===== src/rtl/parity_check_scheduler_pkg.sv =====
`default_nettype none
// ============================================================================
// Module      : parity_check_scheduler_pkg
// Description : Shared types and helpers for the parity check scheduler.
//               Provides the state encodings and the tag/counter width helper.
// Revision    : 1.0 - initial release
// ============================================================================
package parity_check_scheduler_pkg;

    // Scheduler sequencing states
    typedef enum logic [1:0] {
        SCH_IDLE   = 2'd0,
        SCH_SHIFT  = 2'd1,
        SCH_REPORT = 2'd2
    } sched_state_e;

    // Serial parity core state; Even must encode as 0
    typedef enum logic {
        PAR_EVEN = 1'b0,
        PAR_ODD  = 1'b1
    } par_state_e;

    // ceil(log2(n)) with a floor of one bit
    function automatic int id_width(input int n);
        return (n <= 1) ? 1 : $clog2(n);
    endfunction

endpackage
`default_nettype wire


===== src/rtl/parity_check_scheduler_if.sv =====
`default_nettype none
// ============================================================================
// Module      : parity_check_scheduler_if
// Description : Request and result handshake bundle between the requesters /
//               result consumer (master) and the scheduler (slave).
// Revision    : 1.0 - initial release
// ============================================================================
interface parity_check_scheduler_if #(
    parameter int NUM_REQ = 4,
    parameter int WORD_W  = 8
);
    localparam int ID_W = parity_check_scheduler_pkg::id_width(NUM_REQ);

    logic [NUM_REQ-1:0]        req_valid;
    logic [NUM_REQ*WORD_W-1:0] req_data;
    logic [NUM_REQ-1:0]        req_ready;
    logic                      res_valid;
    logic                      res_ready;
    logic [ID_W-1:0]           res_id;
    logic                      res_even;

    modport master (
        output req_valid, req_data, res_ready,
        input  req_ready, res_valid, res_id, res_even
    );

    modport slave (
        input  req_valid, req_data, res_ready,
        output req_ready, res_valid, res_id, res_even
    );
endinterface
`default_nettype wire


===== src/rtl/parity_check_scheduler_core.sv =====
`default_nettype none
// ============================================================================
// Module      : parity_serial_core
// Description : Two-state serial parity FSM. Toggles on each fed 1 bit; clr
//               restarts at Even and takes priority over bit_en.
// Revision    : 1.0 - initial release
// ============================================================================
module parity_serial_core
    import parity_check_scheduler_pkg::*;
(
    input  logic clk,
    input  logic rst,
    input  logic clr,
    input  logic bit_en,
    input  logic bit_in,
    output logic even
);

    par_state_e state_q;
    par_state_e state_d;

    // Next parity state: restart on clr, otherwise toggle on a fed one
    always_comb begin
        state_d = state_q;
        if (clr) begin
            state_d = PAR_EVEN;
        end else if (bit_en && bit_in) begin
            state_d = (state_q == PAR_EVEN) ? PAR_ODD : PAR_EVEN;
        end
    end

    // Parity state register, async active-low reset to Even
    always_ff @(posedge clk or negedge rst) begin
        if (!rst) begin
            state_q <= PAR_EVEN;
        end else begin
            state_q <= state_d;
        end
    end

    assign even = (state_q == PAR_EVEN);

endmodule
`default_nettype wire


===== src/rtl/parity_check_scheduler.sv =====
`default_nettype none
// ============================================================================
// Module      : parity_check_scheduler
// Description : Round-robin shares one serial parity core among NUM_REQ
//               requesters; shifts the granted word LSB-first and returns the
//               parity result tagged with the requester index.
// Revision    : 1.0 - initial release
// ============================================================================
module parity_check_scheduler
    import parity_check_scheduler_pkg::*;
#(
    parameter int NUM_REQ = 4,
    parameter int WORD_W  = 8
)(
    input  logic                     clk,
    input  logic                     rst,
    parity_check_scheduler_if.slave  bus
);

    localparam int ID_W  = id_width(NUM_REQ);
    localparam int CNT_W = id_width(WORD_W);

    localparam logic [1:0] ST_IDLE   = SCH_IDLE;
    localparam logic [1:0] ST_SHIFT  = SCH_SHIFT;
    localparam logic [1:0] ST_REPORT = SCH_REPORT;

    localparam logic [CNT_W-1:0] CNT_LAST = CNT_W'(WORD_W - 1);

    logic [1:0]        state_q, state_d;
    logic [WORD_W-1:0] shift_q, shift_d;
    logic [CNT_W-1:0]  cnt_q, cnt_d;
    logic [ID_W-1:0]   grant_q, grant_d;
    logic [ID_W-1:0]   last_q, last_d;
    logic              res_valid_q, res_valid_d;

    logic [ID_W-1:0]   grant;
    logic              accept;
    logic              clr;
    logic              bit_en;
    logic              core_even;

    // First valid index scanning upward from last+1, wrapping; last itself
    // is visited last so it only wins when it is the sole requester.
    function automatic logic [ID_W-1:0] rr_pick(input logic [NUM_REQ-1:0] v,
                                                input logic [ID_W-1:0]    last);
        logic [ID_W-1:0] g;
        int              idx;
        g = last;
        for (int k = NUM_REQ; k >= 1; k--) begin
            idx = (int'(last) + k) % NUM_REQ;
            if (v[idx]) begin
                g = ID_W'(idx);
            end
        end
        return g;
    endfunction

    // Grant selection and one-hot ready, only offered while idle
    always_comb begin
        grant         = rr_pick(bus.req_valid, last_q);
        accept        = (state_q == ST_IDLE) && (|bus.req_valid);
        bus.req_ready = '0;
        if (accept) begin
            bus.req_ready[grant] = 1'b1;
        end
    end

    // Scheduler sequencing: load, shift WORD_W bits, report until consumed
    always_comb begin
        state_d     = state_q;
        shift_d     = shift_q;
        cnt_d       = cnt_q;
        grant_d     = grant_q;
        last_d      = last_q;
        res_valid_d = res_valid_q;
        clr         = 1'b0;
        bit_en      = 1'b0;
        case (state_q)
            ST_IDLE: begin
                if (accept) begin
                    shift_d = bus.req_data[int'(grant) * WORD_W +: WORD_W];
                    grant_d = grant;
                    cnt_d   = '0;
                    clr     = 1'b1;
                    state_d = ST_SHIFT;
                end
            end
            ST_SHIFT: begin
                bit_en  = 1'b1;
                shift_d = shift_q >> 1;
                if (cnt_q == CNT_LAST) begin
                    cnt_d       = '0;
                    res_valid_d = 1'b1;
                    state_d     = ST_REPORT;
                end else begin
                    cnt_d = cnt_q + CNT_W'(1);
                end
            end
            ST_REPORT: begin
                if (bus.res_ready) begin
                    res_valid_d = 1'b0;
                    last_d      = grant_q;
                    state_d     = ST_IDLE;
                end
            end
            default: begin
                state_d = ST_IDLE;
            end
        endcase
    end

    // Scheduler registers; reset gives requester 0 first priority
    always_ff @(posedge clk or negedge rst) begin
        if (!rst) begin
            state_q     <= ST_IDLE;
            shift_q     <= '0;
            cnt_q       <= '0;
            grant_q     <= '0;
            last_q      <= ID_W'(NUM_REQ - 1);
            res_valid_q <= 1'b0;
        end else begin
            state_q     <= state_d;
            shift_q     <= shift_d;
            cnt_q       <= cnt_d;
            grant_q     <= grant_d;
            last_q      <= last_d;
            res_valid_q <= res_valid_d;
        end
    end

    parity_serial_core u_core (
        .clk    (clk),
        .rst    (rst),
        .clr    (clr),
        .bit_en (bit_en),
        .bit_in (shift_q[0]),
        .even   (core_even)
    );

    assign bus.res_valid = res_valid_q;
    assign bus.res_id    = grant_q;
    assign bus.res_even  = core_even;

endmodule
`default_nettype wire


===== src/flat_wrapper.sv =====
// flat-port wrapper written by rule: the top's interface ports become plain ports
module parity_check_scheduler_flat import parity_check_scheduler_pkg::*;
#(
    parameter int NUM_REQ = 4,
    parameter int WORD_W  = 8
)
  (clk, rst, bus_req_valid, bus_req_data, bus_res_ready, bus_req_ready, bus_res_valid, bus_res_id, bus_res_even);
  parity_check_scheduler_if #(.NUM_REQ(NUM_REQ), .WORD_W(WORD_W)) bus_i ();
  input  logic clk;
  input  logic rst;
  input wire logic [$bits(bus_i.req_valid)-1:0] bus_req_valid;
  input wire logic [$bits(bus_i.req_data)-1:0] bus_req_data;
  input wire logic [$bits(bus_i.res_ready)-1:0] bus_res_ready;
  output wire logic [$bits(bus_i.req_ready)-1:0] bus_req_ready;
  output wire logic [$bits(bus_i.res_valid)-1:0] bus_res_valid;
  output wire logic [$bits(bus_i.res_id)-1:0] bus_res_id;
  output wire logic [$bits(bus_i.res_even)-1:0] bus_res_even;
  assign bus_i.req_valid = bus_req_valid;
  assign bus_i.req_data = bus_req_data;
  assign bus_i.res_ready = bus_res_ready;
  assign bus_req_ready = bus_i.req_ready;
  assign bus_res_valid = bus_i.res_valid;
  assign bus_res_id = bus_i.res_id;
  assign bus_res_even = bus_i.res_even;
  parity_check_scheduler #(.NUM_REQ(NUM_REQ), .WORD_W(WORD_W)) u_core (.clk(clk), .rst(rst), .bus(bus_i));
endmodule

===== config.mk =====
export PLATFORM = sky130hd
export DESIGN_NAME = parity_check_scheduler_flat
export DESIGN_NICKNAME = d
export VERILOG_FILES = /design/src/rtl/parity_check_scheduler_pkg.sv /design/src/rtl/parity_check_scheduler_if.sv /design/src/rtl/parity_check_scheduler_core.sv /design/src/rtl/parity_check_scheduler.sv /design/src/flat_wrapper.sv
export SDC_FILE = /design/constraint.sdc
export NUM_CORES = 1
export LEC_CHECK = 0
export BUFFER_PORTS_ARGS = -buffer_cell sky130_fd_sc_hd__buf_2
export CORE_MARGIN = 2
export CORE_UTILIZATION = 45
export DETAILED_ROUTE_END_ITERATION = 7
export MAX_ROUTING_LAYER = met4
export PLACE_DENSITY = 0.87
export REMOVE_ABC_BUFFERS = 1
export SYNTH_ARGS = -nofsm -noshare
export SYNTH_HDL_FRONTEND = slang
export SYNTH_HIERARCHICAL = 1
export SYNTH_SLANG_ARGS = --single-unit

===== constraint.sdc =====
create_clock -name clk -period 2.45 [get_ports clk]
set_clock_uncertainty 0.05 [all_clocks]
set_input_delay 0.245 -clock clk [delete_from_list [all_inputs] [get_ports clk]]
set_output_delay 0.245 -clock clk [all_outputs]
set_load 0.1 [all_outputs]

==> impl_metrics.ini, run 1 <==
[outcome]
status = finished clean

[clock_tree]
h-tree-depth = 1
postCtsSetupBuffers = 0
clk_latency_ns = 0.29
numCtsBuffers = 3
clock-sinks = 19
cts_buffer_depth = 2
clk_pin_slew_ns = 0.10
root_buffer = clkbuf_4
tritoncts = done

[place]
portBuffers = 46
dp_hpwl_um = 2140
pre_cts_slack_ns = 0.397
gp_congestion = 0.769

[flow_run]
drv_cap = 0

[routing]
drcViolationCount = 0
wl_met3_um = 192
vias = 1092
routed.top_layer = met4
detail-route-antenna-nets = 0
wl_um = 2760
wl_met2_um = 1370
wl_per_cell_um = 13.8
viasPerCell = 5.46
drtIter0Drc = 13
wl_met1_um = 1180
firstDrtPassIters = 4

[setup_path]
start_kind = flip-flop
crit_fanout = 7
cp_data_required_time_ns = 2.15
crit_chain = mux2i_1 -> nor2_1 -> a311oi_4 -> inv_1 -> nor2_2 -> buf_12
crit_arrival_ns = 2.03
critical_path_class = flip-flop to primary output
endpoint_kind = primary output
critical-path-max-stage-delay_ns = 0.62
cp_top_family = flip-flops
crit_buf_inv = 2
cp_slowest_cell = dfstp_2

[power_and_ir_drop]
clkPwrFrac_pct = 8.4
sw_frac_of_total_pct = 48.2
p_sw_w = 0.000890
pwr-share-comb_pct = 60.6
leakage_nw = 0.763
p_int_w = 0.000956
p_per_area_nw_per_um2 = 1200
power_w = 0.00185
ir_worst_vdd_mv = 0.802
power_frac_seq_pct = 31.0

[timing]
period_share_pct = 94.8
worst_slack_ns = 0.127
hold_slack_ns = 0.219
max_freq_mhz = 431
setup_viol = 0
fin_tns_setup_ns = 0
finalCriticalPeriod_ns = 2.32
worst_pin_slew_ns = 0.483
max-slew-margin-rel_pct = 68.0
hold_violations = 0
drv_slew = 0

[synth]
ys_ff_latch = 19
synth-edff-count = 0
ys_warn_count = 6
synth_common_cells = dfrtp_1, mux2i_1, a21oi_1
synth.avg_cell_area_um2 = 9.62
synth_flop_cell = dfrtp_1
synth_top_area_share_pct = 36.8
ys_seq_area_share_pct = 41.4
synth_top_area_cell = dfrtp_1
async_flop_share_pct = 100
syn_area_um2 = 1150
synthTopCellsByArea = dfrtp_1, mux2i_1, o221ai_1
ys_types = 28
synthCells = 120

[grt]
grt_pass1_vias = 1072
antenna_found_initial = 0
grt_max_degree = 20
grt_overflow = 0
grt_pass1_wl_um = 4500
grt_usage_pct = 21.5

[floorplanning]
core_area_um2 = 2450
start_util_pct = 47.0
num_rows = 18
dieHeight_um = 54.7
ioPinCount = 47
fp.dieW_um = 54.7
dieArea_um2 = 2990

[layout]
fin_nets = 212
utilization_pct = 62.7
drive_above_1_share_pct = 37.1
diodes = 0
syn_to_final_growth_pct = 33.4

[worst_hold_path]
hold_class = input pin to flip-flop
[per-stage QoR]
stage	area [um^2]	instances
final	1540	200
after global routing	1540	200
after CTS	1530	200
after detailed placement	1500	195
after global placement	1500	195
after floorplan	1120	114
[routing by layer]
metal | vias to the layer above | track usage [%]
met5 | - | -
met4 | 0 | 7.50
met3 | 2 | 2.46
met2 | 46 | 35.7
met1 | 507 | 26.9
li1 | 537 | -
[flip-flops by register name (all words and copies together), names as in the netlist]
register and cells:
u_core/cnt_q 3, u_core/state_q 2, u_core/u_core/state_q 1, u_core/bus.res_id 2
u_core/bus.res_valid 1, u_core/shift_q 8, u_core/last_q 2
[final cells by class]
type                       count  area [um^2]
sequential                    19          478
clock buffer                   4         26.3
multi-input combinational     89          634
timing repair buffer          52          342
inverter                       6         22.5
fill                         223          915
tap                           30         37.5
[cell families after synthesis]
group,count (synthesis),synth area share [%]
multiplexers,19,16.7
AO/OA/AOI/OAI,32,18.5
flip-flops,19,41.4
buffers and inverters,12,5.09
adder cells (fa/ha/maj),2,2.17
AND/OR/NAND/NOR,36,16.1
[worst register-to-register path, stage by stage, from the launching register on]
cell and delay (ns):
dfstp_2 0.62, mux2i_1 0.21, nor2_1 0.08, a311oi_4 0.31
buf_6 0.24, mux2i_1 0.22, o221ai_1 0.14
[power by group through the flow]
| stage | Clock [W] | Combinational (W) | Sequential (W) |
|---|---|---|---|
| after global placement | 0 | 0.00107 | 0.000562 |
| final | 0.000154 | 0.00112 | 0.000573 |
| after global routing | 0.000174 | 0.00122 | 0.000593 |
| after CTS | 0.000160 | 0.00111 | 0.000570 |
| after detailed placement | 0 | 0.00111 | 0.000577 |
| after floorplan | 0 | 0.000704 | 0.000659 |
[what timing repair did]
item	in CTS	in global routing
endpoints found under the hold margin	17	0
setup endpoints to repair	0	2
hold buffers	1	0
resized for setup	0	3
[worst paths after layout]
path	startpoint	end	slack (ns)	depth (start not counted)
max	u_core/last_q[1]	bus_req_ready[0]	0.13	6
min	bus_req_data[12]	u_core/shift_q[4]	0.22	3
max reg2reg	u_core/last_q[1]	u_core/shift_q[0]	0.46	6
min reg2reg	u_core/shift_q[4]	u_core/shift_q[3]	0.46	2
max in group asynchronous	rst	u_core/last_q[0]	1.66	2
min in group asynchronous	rst	u_core/state_q[1]	0.36	2
[cell usage in the layout, fill, tap and decap left out, types with 5 or more instances in the layout]
master     n
buf_2     42
o221ai_1   8
nor2_1     5
nand2_1    9
a21oi_1   10
o21ai_0    9
dfrtp_1   17
mux2i_1   17
inv_1      5
and3_1     7
nand2b_1   5
(Power assumes the default switching activity.)
==> run 2: changes to the inputs <==
==> constraint.sdc (replaced) <==
create_clock -name clk -period 2.9 [get_ports clk]
set_clock_uncertainty 0.05 [all_clocks]
set_input_delay 0.29 -clock clk [delete_from_list [all_inputs] [get_ports clk]]
set_output_delay 0.29 -clock clk [all_outputs]
set_load 0.1 [all_outputs]
==> run 2 against run 1 <==
Against the previous run: sequential cell count unchanged; via count decreased by 0.46%; sequential power decreased by 16%; critical path type unchanged; die area unchanged; setup slack improved by 0.064 ns; utilization decreased by 4.0 points; combinational power decreased by 23%.
==> impl_metrics.ini, run 2 (synthesis results as in run 1) <==
[setup_path]
cp_top_family = simple AND/OR/NAND/NOR gates
reg2regPathDepth = 6
critical-path-max-stage-delay_ns = 0.54
crit_arrival_ns = 2.37
start_kind = flip-flop
endpoint_kind = primary output
critical_path_class = flip-flop to primary output
cp_data_required_time_ns = 2.56
rrSetupSlack_ns = 0.79
crit_fanout = 14
crit_buf_inv = 2
r2r_start = u_core/last_q[1]
rr_endpoint = u_core/shift_q[3]
cp_slowest_cell = or3_1
crit_chain = or3_1 -> inv_1 -> nand2_1 -> nor2_1 -> buf_2

[routing]
firstDrtPassIters = 4
drcViolationCount = 0
wl_per_cell_um = 13.0
viasPerCell = 5.55
vias = 1087
detail-route-antenna-nets = 0
wl_um = 2540
drtIter0Drc = 17

[clock_tree]
clock-sinks = 19
tritoncts = done
numCtsBuffers = 3
clk_latency_ns = 0.30
cts_resized = 0
root_buffer = clkbuf_4
cts_buffer_depth = 2
h-tree-depth = 1
clk_pin_slew_ns = 0.11
postCtsSetupBuffers = 0

[timing]
rsz0062_at_grt = false
period_share_pct = 93.4
worst_pin_slew_ns = 0.495
fin_tns_setup_ns = 0
drv_slew = 0
max-slew-margin-rel_pct = 67.2
max_freq_mhz = 369
hold_violations = 0
worst_slack_ns = 0.191
setup_viol = 0
finalCriticalPeriod_ns = 2.71

[layout]
mostFrequentLayoutCell = buf_2
top_regs = u_core/shift_q: 8 flops, u_core/cnt_q: 3 flops
regMostFlops = u_core/shift_q
mostFrequentLayoutCells = buf_2, mux2i_1, dfrtp_1, a21oi_1
finalInstanceArea_um2 = 1440
syn_to_final_growth_pct = 24.9
fill_cells = 229
largest_reg_flops = 8
fin_nets = 208
utilization_pct = 58.8
diodes = 0
drive_above_1_share_pct = 34.9

[power_and_ir_drop]
ir_worst_vdd_mv = 0.611
p_per_area_nw_per_um2 = 1020
power_w = 0.00147
leakage_nw = 0.735

[worst_hold_path]
worstHoldEndpoint = u_core/state_q[1]
hold_class = input pin to flip-flop
hp-start = bus_res_ready
whs_path_depth = 4

[place]
pre_cts_slack_ns = 0.510
dp_hpwl_um = 1970
placed_area_um2 = 1410
gp_congestion = 0.779
portBuffers = 46

[floorplanning]
fp.dieW_um = 54.7
start_util_pct = 47.0
ioPinCount = 47
num_rows = 18
core_area_um2 = 2450
dieHeight_um = 54.7
dieArea_um2 = 2990

[flow_run]
drv_cap = 0

[grt]
grt_usage_pct = 19.8
grt_overflow = 0
antenna_found_initial = 0
grt_max_degree = 20
grt_pass1_wl_um = 4080
grt_pass1_vias = 957

[outcome]
status = finished clean
==> run 2: cell count changes in the layout (fill, tap and decap cells not counted), sizes merged <==
cell / change
clkinv: +1
buf: -4
clkbuf: -1
==> run 2: layout make-up <==
cell class | count | area (um^2) | area share [%]
Clock buffer | 3 | 22.5 | 1.56
Clock inverter | 1 | 5.00 | 0.347
Inverter | 6 | 22.5 | 1.56
Multi-Input combinational cell | 89 | 629 | 43.6
Sequential cell | 19 | 478 | 33.1
Tap cell | 30 | 37.5 | 2.60
Timing Repair Buffer | 48 | 248 | 17.2
==> run 2: per-stage QoR <==
stage / hold slack, ns / cells
floorplan: -0.0556 / 114
global placement: 0.187 / 191
detailed placement: 0.198 / 191
CTS: 0.235 / 196
global route: 0.247 / 196
finish: 0.237 / 196
==> run 2: repair_timing <==
action / CTS / global route
hold buffers: 1 / 0
endpoints found under the hold margin: 17 / 0
setup endpoints to repair: 0 / 0
==> run 2: worst max-delay path by stage <==
stage,from,end,cells after the start
global placement,bus_req_valid[1],bus_req_ready[3],7
finish,u_core/state_q[0],bus_req_ready[3],5
global route,u_core/state_q[0],bus_req_ready[3],5
CTS,u_core/state_q[1],bus_req_ready[2],5
detailed placement,bus_req_valid[1],bus_req_ready[3],7
floorplan,u_core/last_q[1],bus_req_ready[0],5
==> run 2: worst register-to-register path: stages (launching register included) <==
cell and delay, ns:
dfstp_2 0.63, nand2b_1 0.13, a21oi_1 0.10, a311oi_4 0.32, buf_4 0.35, mux2i_1 0.27
o221ai_1 0.14
==> run 2: layer usage <==
layer,up-vias,global-route usage [%],wire length (um)
li1,532,-,-
met1,507,24.0,1150
met2,44,32.1,1170
met3,4,3.55,196
met4,0,8.75,31
met5,-,-,0
==> run 2: where the power goes <==
part | internal [W] | switching (W)
Sequential | 0.000393 | 0.0000871
Clock | 0.0000514 | 0.0000825
Combinational | 0.000296 | 0.000562
